<file path="config.mk">
export PLATFORM = sky130hd
export DESIGN_NAME = fsm_d_decoder
export DESIGN_NICKNAME = d
export VERILOG_FILES = /design/src/rtl/fsm_d_decoder_pkg.sv /design/src/rtl/fsm_d_step_check.sv /design/src/rtl/fsm_d_decoder.sv
export SDC_FILE = /design/constraint.sdc
export NUM_CORES = 1
export LEC_CHECK = 0
export CAP_MARGIN = 40
export CORE_MARGIN = 10
export CORE_UTILIZATION = 47
export DETAILED_ROUTE_END_ITERATION = 10
export GPL_TIMING_DRIVEN = 0
export PLACE_DENSITY = 0.74
export SYNTH_ARGS = -nofsm -noshare
export SYNTH_HDL_FRONTEND = slang
export SYNTH_SLANG_ARGS = --single-unit
</file>
<file path="constraint.sdc">
create_clock -name clk -period 2 [get_ports clk]
set_input_delay 0.4 -clock clk [delete_from_list [all_inputs] [get_ports clk]]
set_output_delay 0.4 -clock clk [all_outputs]
set_load 0.1 [all_outputs]
</file>
<file path="src/rtl/fsm_d_decoder_pkg.sv">
// Shared definitions for the fsm_d encoder/decoder pair: state codes,
// decoder FSM states and the single next-state table both sides use.
package fsm_d_decoder_pkg;

    localparam int SYM_W = 3;

    typedef logic [SYM_W-1:0] sym_t;

    localparam sym_t S000 = 3'b000;
    localparam sym_t S001 = 3'b001;
    localparam sym_t S010 = 3'b010;
    localparam sym_t S011 = 3'b011;
    localparam sym_t S100 = 3'b100;
    localparam sym_t S101 = 3'b101;
    localparam sym_t S110 = 3'b110;
    localparam sym_t S111 = 3'b111;

    typedef enum logic {
        ST_HUNT   = 1'b0,
        ST_LOCKED = 1'b1
    } dec_state_e;

    // Encoder next-state table: the state reached from s when input bit x is applied.
    function automatic sym_t fsm_d_next(input sym_t s, input logic x);
        sym_t ns;
        case (s)
            S000: ns = x ? S001 : S000;
            S001: ns = x ? S011 : S010;
            S010: ns = x ? S011 : S010;
            S011: ns = x ? S111 : S110;
            S100: ns = x ? S101 : S100;
            S101: ns = x ? S000 : S001;
            S110: ns = x ? S111 : S110;
            S111: ns = x ? S000 : S001;
        endcase
        return ns;
    endfunction

endpackage

</file>
<file path="src/rtl/fsm_d_step_check.sv">
// Combinational transition checker: decides whether prev -> sym is a legal
// encoder step and, if so, which input bit produced it.
module fsm_d_step_check
    import fsm_d_decoder_pkg::*;
(
    input  logic [SYM_W-1:0] prev_i,
    input  logic [SYM_W-1:0] sym_i,
    output logic             legal_o,
    output logic             x_o
);

    sym_t ns_one;
    sym_t ns_zero;

    // Compare the received code against both possible successors of prev_i.
    always_comb begin
        ns_one  = fsm_d_next(prev_i, 1'b1);
        ns_zero = fsm_d_next(prev_i, 1'b0);
        x_o     = (sym_i == ns_one);
        legal_o = x_o || (sym_i == ns_zero);
    end

endmodule

</file>
<file path="src/rtl/fsm_d_decoder.sv">
// fsm_d receive-side decoder: validates each state transition, locks onto
// the stream, packs recovered bits LSB-first into words, offers them over a
// one-deep valid/ready register and counts illegal transitions.
module fsm_d_decoder
    import fsm_d_decoder_pkg::*;
#(
    parameter int WORD_W   = 8,
    parameter int LOCK_CNT = 2,
    parameter int ERRC_W   = 8
) (
    input  logic              clk,
    input  logic              reset_n,
    input  logic              sym_valid,
    input  logic [SYM_W-1:0]  sym,
    output logic              out_valid,
    input  logic              out_ready,
    output logic [WORD_W-1:0] out_data,
    output logic              locked,
    output logic              err_pulse,
    output logic [ERRC_W-1:0] err_count,
    output logic              overflow
);

    localparam int BIT_W  = $clog2(WORD_W);
    localparam int GOOD_W = (LOCK_CNT > 1) ? $clog2(LOCK_CNT) : 1;

    localparam logic [BIT_W-1:0]  LAST_BIT  = BIT_W'(WORD_W - 1);
    localparam logic [GOOD_W-1:0] LAST_GOOD = GOOD_W'(LOCK_CNT - 1);

    dec_state_e        state_q, state_d;
    sym_t              prev_q, prev_d;
    logic              prev_valid_q, prev_valid_d;
    logic [GOOD_W-1:0] good_cnt_q, good_cnt_d;
    logic [BIT_W-1:0]  bit_cnt_q, bit_cnt_d;
    logic [WORD_W-1:0] shreg_q, shreg_d;
    logic              out_valid_q, out_valid_d;
    logic [WORD_W-1:0] out_data_q, out_data_d;
    logic              err_pulse_q, err_pulse_d;
    logic [ERRC_W-1:0] err_count_q, err_count_d;
    logic              overflow_q, overflow_d;

    logic step_legal;
    logic step_x;
    logic word_done;
    logic err_hit;

    fsm_d_step_check u_step_check (
        .prev_i  (prev_q),
        .sym_i   (sym),
        .legal_o (step_legal),
        .x_o     (step_x)
    );

    // Next-state logic: transition decision, HUNT/LOCKED FSM, bit packing and output hand-off.
    always_comb begin
        // NOTE: every variable gets a default before any branch, so no path can infer a latch.
        state_d      = state_q;
        prev_d       = prev_q;
        prev_valid_d = prev_valid_q;
        good_cnt_d   = good_cnt_q;
        bit_cnt_d    = bit_cnt_q;
        shreg_d      = shreg_q;
        out_valid_d  = out_valid_q && !out_ready;
        out_data_d   = out_data_q;
        err_pulse_d  = 1'b0;
        err_count_d  = err_count_q;
        overflow_d   = overflow_q;
        word_done    = 1'b0;
        err_hit      = 1'b0;

        if (sym_valid) begin
            // The decoder always follows the received code so it resyncs after an error.
            prev_d       = sym;
            prev_valid_d = 1'b1;

            if (prev_valid_q) begin
                case (state_q)
                    ST_HUNT: begin
                        if (step_legal) begin
                            // The bit of the locking transition itself is discarded.
                            if (good_cnt_q == LAST_GOOD) begin
                                state_d    = ST_LOCKED;
                                good_cnt_d = '0;
                            end else begin
                                good_cnt_d = good_cnt_q + 1'b1;
                            end
                        end else begin
                            good_cnt_d = '0;
                            err_hit    = 1'b1;
                        end
                    end
                    ST_LOCKED: begin
                        if (step_legal) begin
                            shreg_d[bit_cnt_q] = step_x;
                            if (bit_cnt_q == LAST_BIT) begin
                                bit_cnt_d = '0;
                                word_done = 1'b1;
                            end else begin
                                bit_cnt_d = bit_cnt_q + 1'b1;
                            end
                        end else begin
                            bit_cnt_d = '0;
                            state_d   = ST_HUNT;
                            err_hit   = 1'b1;
                        end
                    end
                    default: state_d = ST_HUNT;
                endcase
            end
        end

        if (err_hit) begin
            err_pulse_d = 1'b1;
            if (err_count_q != '1) begin
                err_count_d = err_count_q + 1'b1;
            end
        end

        // A finished word replaces the held one only if that slot is free or being taken now.
        if (word_done) begin
            if (!out_valid_q || out_ready) begin
                out_valid_d = 1'b1;
                out_data_d  = shreg_d;
            end else begin
                overflow_d = 1'b1;
            end
        end
    end

    // State register: asynchronous clear of every register, including counters and sticky flags.
    always_ff @(posedge clk or negedge reset_n) begin
        if (!reset_n) begin
            state_q      <= ST_HUNT;
            prev_q       <= S000;
            prev_valid_q <= 1'b0;
            good_cnt_q   <= '0;
            bit_cnt_q    <= '0;
            // NOTE: the shift register is cleared as well, so a word is never built from X bits.
            shreg_q      <= '0;
            out_valid_q  <= 1'b0;
            out_data_q   <= '0;
            err_pulse_q  <= 1'b0;
            err_count_q  <= '0;
            overflow_q   <= 1'b0;
        end else begin
            // NOTE: non-blocking assignments make all registers update together from the old values.
            state_q      <= state_d;
            prev_q       <= prev_d;
            prev_valid_q <= prev_valid_d;
            good_cnt_q   <= good_cnt_d;
            bit_cnt_q    <= bit_cnt_d;
            shreg_q      <= shreg_d;
            out_valid_q  <= out_valid_d;
            out_data_q   <= out_data_d;
            err_pulse_q  <= err_pulse_d;
            err_count_q  <= err_count_d;
            overflow_q   <= overflow_d;
        end
    end

    assign out_valid = out_valid_q;
    assign out_data  = out_data_q;
    assign locked    = (state_q == ST_LOCKED);
    assign err_pulse = err_pulse_q;
    assign err_count = err_count_q;
    assign overflow  = overflow_q;

endmodule

</file>
==> results.json, run 1 <==
{
  "cpMostUsedCell": "mux2_2",
  "layout_commonest_cell": "dfrtp_1",
  "die_area_sq_um": 6310,
  "post-route-period-util_pct": 99.2,
  "numPlacedInstances": 234,
  "worstRegToRegCells": 6,
  "drcViolationCount": 0,
  "routedWlPerCell_um": 14.9,
  "place_congestion": 0.887,
  "crit_fanout": 10,
  "fin_total_pwr_w": 0.00261,
  "synth_area_sq_um": 1660,
  "antenna_cells": 0,
  "fmaxAchievable_ghz": 0.504,
  "dieHeight_um": 79.4,
  "h-tree-depth": 2,
  "portBuffers": 26,
  "worstSetupPathType": "register to register",
  "clock-sinks": 36,
  "cts_tree": "yes",
  "preCtsSetupSlack_ns": -0.685,
  "antenna_found_initial": 0,
  "grt_pass1_vias": 1317,
  "worst_setup_path_start_kind": "register",
  "status": "finished, final reports clean",
  "cap_violations": 0,
  "netlist_instances": 142,
  "worstPathRequired_ns": 2.22,
  "drt_first_pass_iters": 4,
  "critPathMaxStageDelay_ns": 0.43,
  "final_cell_mix": "dfrtp_1 (27), clkdlybuf4s50_1 (23), buf_8 (20)",
  "placementRows": 21,
  "vias": 1276,
  "final_cells": 247,
  "reg2reg_from": "prev_q[1]",
  "grt_pass1_wl_um": 6350,
  "hold_viol": 0,
  "ant_nets": 0,
  "synthArstFlopShare_pct": 100,
  "worstHoldPathType": "input port to asynchronous set/reset pin",
  "cts_buffers": 5,
  "clk_pin_slew_worst_paths_ns": 0.10,
  "grt_usage_pct": 12.5,
  "vias_per_cell": 5.17,
  "syn_nets": 152,
  "ys_ff_latch": 36,
  "endpoint_kind": "register",
  "p_leak_nw": 1.08,
  "crit_arrival_ns": 2.21,
  "io_pins": 27,
  "core_area_sq_um": 3360,
  "slew_headroom_pct": 47.8,
  "reg2reg_to": "out_data[7]",
  "insertion_delay_ns": 0.33,
  "slowest_stage": "dfrtp_1",
  "clock_skew_ns": 0.00474,
  "synth_ff_type": "dfrtp_1",
  "area_growth_pct": 46.0,
  "drt_iter0_drc": 85,
  "drive_gt1_share_pct": 34.8,
  "grt_max_degree": 37,
  "worst_slew_pin_slew_ns": 0.782,
  "crit_start": "prev_q[1]",
  "ys_seq_area_share_pct": 54.3,
  "setup_viol": 0,
  "nNetsFinal": 210,
  "post-dp-hpwl_um": 2660,
  "synth_warnings": 0,
  "finalWirelength_um": 3690,
  "rsz0062_at_grt": "true",
  "die_x_um": 79.4,
  "synth_cell_types": 28,
  "rrSetupSlack_ns": 0.02,
  "setup_tns_ns": 0,
  "clockBufferDepth": 2,
  "maxSlewViolCount": 0,
  "start_util_pct": 49.4,
  "clock-root-buffer": "clkbuf_4",
  "fin_crit_ns": 1.98,
  "critical_path.cell_chain": "xor2_1 > nor3_1 > clkbuf_4 > o21ai_0 > mux2_2 > mux2_2",
  "synth_area_per_cell_sq_um": 11.7,
  "power_density_nw_per_um2": 1080,
  "fin_ws_ns": 0.0168,
  "ir_drop_mv": 0.730,
  "synth_edf_count": 0,
  "gr-total-overflow": 0,
  "endpoint": "out_data[7]"
}
metal layers:
layer | wire length, um | global-route usage (%)
met1 | 1640 | 14.7
met3 | 184 | 4.50
met4 | 56 | 5.38
met2 | 1810 | 19.8
met5 | 0 | 0
critical path: cells and delay by family (launching register included):
family	cells	cell delay (ns)
flops	1	0.43
buf+inv	1	0.28
mux	2	0.55
compound gates	1	0.12
simple gates	1	0.31
xor+xnor	1	0.19
cells in the mapped netlist, drive strengths merged (2+ instances only):
master / count / share of area (%)
xor2: 3 / 1.6
xnor2: 8 / 4.2
buf: 3 / 1.3
or3: 2 / 0.75
o21ai: 13 / 3.9
inv: 2 / 0.45
mux2: 19 / 13
nand3: 2 / 0.60
nor4: 4 / 2.4
nand2: 11 / 2.5
dfrtp: 36 / 54
nor2: 9 / 2.0
ha: 3 / 2.3
nor3: 5 / 1.8
nand4: 6 / 2.3
a21o: 2 / 0.90
a31oi: 2 / 0.75
and3: 5 / 1.9
stage by stage:
step	hold slack, ns	area, sq um	utilization, %
5_1_grt	0.179	2420	72.1
3_3_place_gp	0.439	2000	59.3
2_1_floorplan	0.104	1680	-
4_1_cts	0.155	2390	71.2
6_report	0.141	2420	72.1
3_5_place_dp	0.445	2290	68.1
flip-flops by register name, summed over array words and instances (netlist names):
register / flops
locked: 1
out_data: 8
shreg_q: 8
good_cnt_q: 1
prev_valid_q: 1
err_pulse: 1
overflow: 1
bit_cnt_q: 3
err_count: 8
prev_q: 3
out_valid: 1
worst min-delay path by stage:
stage,end,depth (start not counted)
after floorplan,bit_cnt_q[0],0
after global placement,overflow,1
after detailed placement,overflow,1
after CTS,out_data[7],1
after global routing,out_data[4],1
final,out_data[4],1
final cells by class:
| type | count | area [sq um] |
|---|---|---|
| Buffer | 4 | 27.5 |
| Clock buffer | 7 | 55.1 |
| Clock inverter | 1 | 7.51 |
| Fill cell | 250 | 940 |
| Inverter | 2 | 7.51 |
| Multi-Input combinational cell | 100 | 744 |
| Sequential cell | 36 | 917 |
| Tap cell | 46 | 57.6 |
| Timing Repair Buffer | 51 | 607 |
cells by family (layout without fill, tap and decap cells):
family / count (synthesis) / in the layout / synth area share [%]
adder cells (fa/ha/maj): 3 / 3 / 2.26
XOR/XNOR: 11 / 11 / 5.80
buffers and inverters: 6 / 65 / 1.96
AND/OR/NAND/NOR: 48 / 48 / 16.3
AO/OA/AOI/OAI: 19 / 19 / 6.56
multiplexers: 19 / 19 / 12.9
flip-flops: 36 / 36 / 54.3
power by group:
| group | switching (W) | internal [W] | leakage, nW | total, W |
|---|---|---|---|---|
| Sequential | 0.000115 | 0.000859 | 0.465 | 0.000973 |
| Combinational | 0.000775 | 0.000458 | 0.580 | 0.00123 |
| Clock | 0.000233 | 0.000172 | 0.0315 | 0.000405 |
timing repair:
item	in CTS	in global routing
hold buffers	0	0
resized for setup	7	6
setup buffers	3	2
endpoints found under the setup margin	15	9
pin swaps	2	0
endpoints found under the hold margin	0	0
No activity file was read; power rests on OpenSTA's default activity.
==> run 2, diff against run 1 <==
--- a/config.mk
+++ b/config.mk
@@ -13,4 +13,5 @@
 export PLACE_DENSITY = 0.74
 export SYNTH_ARGS = -nofsm -noshare
 export SYNTH_HDL_FRONTEND = slang
+export SYNTH_HIERARCHICAL = 1
 export SYNTH_SLANG_ARGS = --single-unit
==> run 2 against run 1 <==
Against the previous run:
- the flow now finishes with violations (setup timing)
- synthesized area increased by 2.3%
- first-iteration DRC count fell by 8.2%
- hold slack worse by 0.0032 ns
- maximum frequency is 19% lower
- cell count is 5.3% higher
- sequential share of layout area shrank 3.8 points
- worst setup slack got worse by 0.47 ns
- count of clock-buffer cells in the layout unchanged
- power up 11%
- via count increased by 9.2%
- sequential power about the same
- critical endpoint is now out_data[2]
==> results.json, run 2 <==
{
  "status": "finished with violations",
  "violations": "setup timing",
  "yosysMostFrequentCell": "dfrtp_1",
  "grt_max_degree": 37,
  "final_area_sq_um": 2690,
  "clock-sinks": 36,
  "cts_tree": "yes",
  "crit_start": "prev_q[0]",
  "cap_violations": 0,
  "hold_viol": 0,
  "io_pins": 27,
  "antenna_found_initial": 0,
  "synthArstFlopShare_pct": 100,
  "worstHoldPathType": "input port to asynchronous set/reset pin",
  "synth_fa_ha_area_share_pct": 2.21,
  "power_density_nw_per_um2": 1070,
  "ant_nets": 0,
  "final_cell_mix": "dfrtp_1 (25), clkdlybuf4s50_1 (22), buf_8 (20)",
  "dieHeight_um": 80.1,
  "yosysTopAreaCellShare_pct": 53.0,
  "finalWirelength_um": 4600,
  "worstPathRequired_ns": 2.24,
  "netlist_instances": 145,
  "setup_viol": 25,
  "syn_nets": 155,
  "cts_buffers": 5,
  "synth_area_per_cell_sq_um": 11.7,
  "crit_fanout": 6,
  "clk_pin_slew_worst_paths_ns": 0.11,
  "ir_drop_mv": 1.58,
  "crit_arrival_ns": 2.69,
  "ys_seq_area_share_pct": 53.0,
  "synth_ff_type": "dfrtp_1",
  "endpoint_kind": "register",
  "vias_per_cell": 5.36,
  "grt_pass1_vias": 1514,
  "placed_cell_area_sq_um": 2340,
  "rrSetupSlack_ns": -0.45,
  "drt_first_pass_iters": 4,
  "vias": 1393,
  "synth_xor_area_share_pct": 2.06,
  "worst_slew_pin_slew_ns": 0.799,
  "reg2reg_to": "out_data[2]",
  "die_x_um": 80.1,
  "layout_commonest_cell": "dfrtp_1",
  "gr-total-overflow": 0,
  "routedWlPerCell_um": 17.7,
  "rsz0062_at_grt": "true",
  "die_area_sq_um": 6420,
  "endpoint": "out_data[2]",
  "nNetsFinal": 223,
  "post-route-period-util_pct": 123,
  "post-dp-hpwl_um": 2720,
  "fin_crit_ns": 2.45,
  "fin_ws_ns": -0.453,
  "synth_warnings": 6,
  "fillerInstances": 194,
  "ctsHoldBuffers": 0,
  "yosys.area_share.simple_pct": 18.4,
  "grt_usage_pct": 14.2,
  "antenna_cells": 0,
  "clock-root-buffer": "clkbuf_4",
  "synth_cell_types": 40,
  "clockBufferDepth": 2,
  "yosys-top-cells-count": "dfrtp_1 (36), mux2_2 (19), nand2_1 (14), nand3_1 (7), nor2_1 (7)",
  "slew_headroom_pct": 46.7,
  "synth_compound_area_share_pct": 7.44,
  "insertion_delay_ns": 0.34,
  "worst_setup_path_start_kind": "register",
  "worstRegToRegCells": 7,
  "core_area_sq_um": 3420,
  "synth_top_area_cell": "dfrtp_1",
  "drcViolationCount": 0,
  "preCtsSetupSlack_ns": -1.01,
  "synth_edf_count": 0,
  "clock_skew_ns": 0.00736,
  "h-tree-depth": 2,
  "reg2reg_from": "prev_q[0]",
  "synth_top_family_by_area": "simple AND/OR/NAND/NOR gates",
  "start_util_pct": 49.7,
  "maxSlewViolCount": 0,
  "grt_pass1_wl_um": 7050,
  "p_leak_nw": 1.19,
  "worstSetupPathType": "register to register",
  "placementRows": 21,
  "synth_area_sq_um": 1700,
  "synth.area.mux_share_pct": 14.4,
  "fmaxAchievable_ghz": 0.408,
  "place_congestion": 0.701,
  "ys_ff_latch": 36,
  "drive_gt1_share_pct": 48.6,
  "portBuffers": 25,
  "area_growth_pct": 58.2,
  "ys_top_cells_by_area": "dfrtp_1 (53%), mux2_2 (13%), nand2_1 (3.1%)",
  "drt_iter0_drc": 78
}
-- run 2: cell count changes after synthesis, moves of 3 or more --
cell,delta
o21ai_0,-7
nand3_1,+5
xnor2_1,-5
and3_1,-4
a21oi_1,+3
nand2_1,+3
nand4_1,-3
-- run 2: timing repair --
item                                    4_1_cts  5_1_grt
gates cloned                                  0        0
pin swaps                                    10       12
endpoints found under the hold margin         0        0
endpoints found under the setup margin       27       28
resized for setup                            27       20
buffers inserted                             13        6
-- run 2: cell families (layout without fill, tap and decap cells) --
logic type | Yosys count | in the layout
buffers and inverters | 9 | 78
multiplexers | 21 | 21
flip-flops | 36 | 36
adder cells (fa/ha/maj) | 3 | 3
XOR/XNOR | 4 | 4
AO/OA/AOI/OAI | 18 | 18
AND/OR/NAND/NOR | 54 | 54
-- run 2: how the worst min path moves through the flow --
stage                     startpoint            to  slack (ns)  depth (start not counted)
after floorplan              reset_n  bit_cnt_q[0]        0.10                          0
after global placement      overflow      overflow        0.46                          1
after detailed placement    overflow      overflow        0.46                          1
after CTS                    reset_n  prev_valid_q        0.15                          1
after global routing         reset_n    good_cnt_q        0.16                          1
final                        reset_n   out_data[2]        0.14                          1
-- run 2: metrics by stage --
step	util [%]	setup TNS, ns	hold slack [ns]	power, W	std cells
after detailed placement	68.4	-21.11	0.461	0.00225	236
final	78.7	-5.23	0.137	0.00289	260
after floorplan	-	-1.41	0.104	0.00175	145
after global routing	78.7	-6.46	0.163	0.00301	260
after CTS	75.1	-3.12	0.152	0.00277	255
after global placement	59.7	-27.26	0.457	0.00198	216
-- run 2: area by class of cell --
type | instances | area [sq um] | share of cell area, %
buffer | 6 | 35.0 | 1.30
clock buffer | 7 | 55.1 | 2.05
clock inverter | 1 | 7.51 | 0.279
inverter | 2 | 7.51 | 0.279
multi-input combinational | 100 | 917 | 34.1
sequential | 36 | 915 | 34.0
tap | 46 | 57.6 | 2.14
timing repair buffer | 62 | 693 | 25.8
-- run 2: critical path, stage by stage (launching register included) --
cell and delay (ns):
dfrtp_2 0.48, nor4_4 0.28, a211oi_2 0.07, a22oi_2 0.26, nand4_1 0.26, nor4b_4 0.38, mux2_4 0.35, mux2_2 0.26
-- run 2: layer usage --
metal / share of wire [%] / GRT usage (%) / routed length [um]
met1: 39 / 13.4 / 1780
met2: 54 / 25.1 / 2470
met3: 5.2 / 7.24 / 241
met4: 2.5 / 6.69 / 117
met5: 0 / 0 / 0
-- run 2: report_power, final --
part	switching, W	internal (W)
clock	0.000246	0.000172
combinational	0.000896	0.000570
sequential	0.000144	0.000859
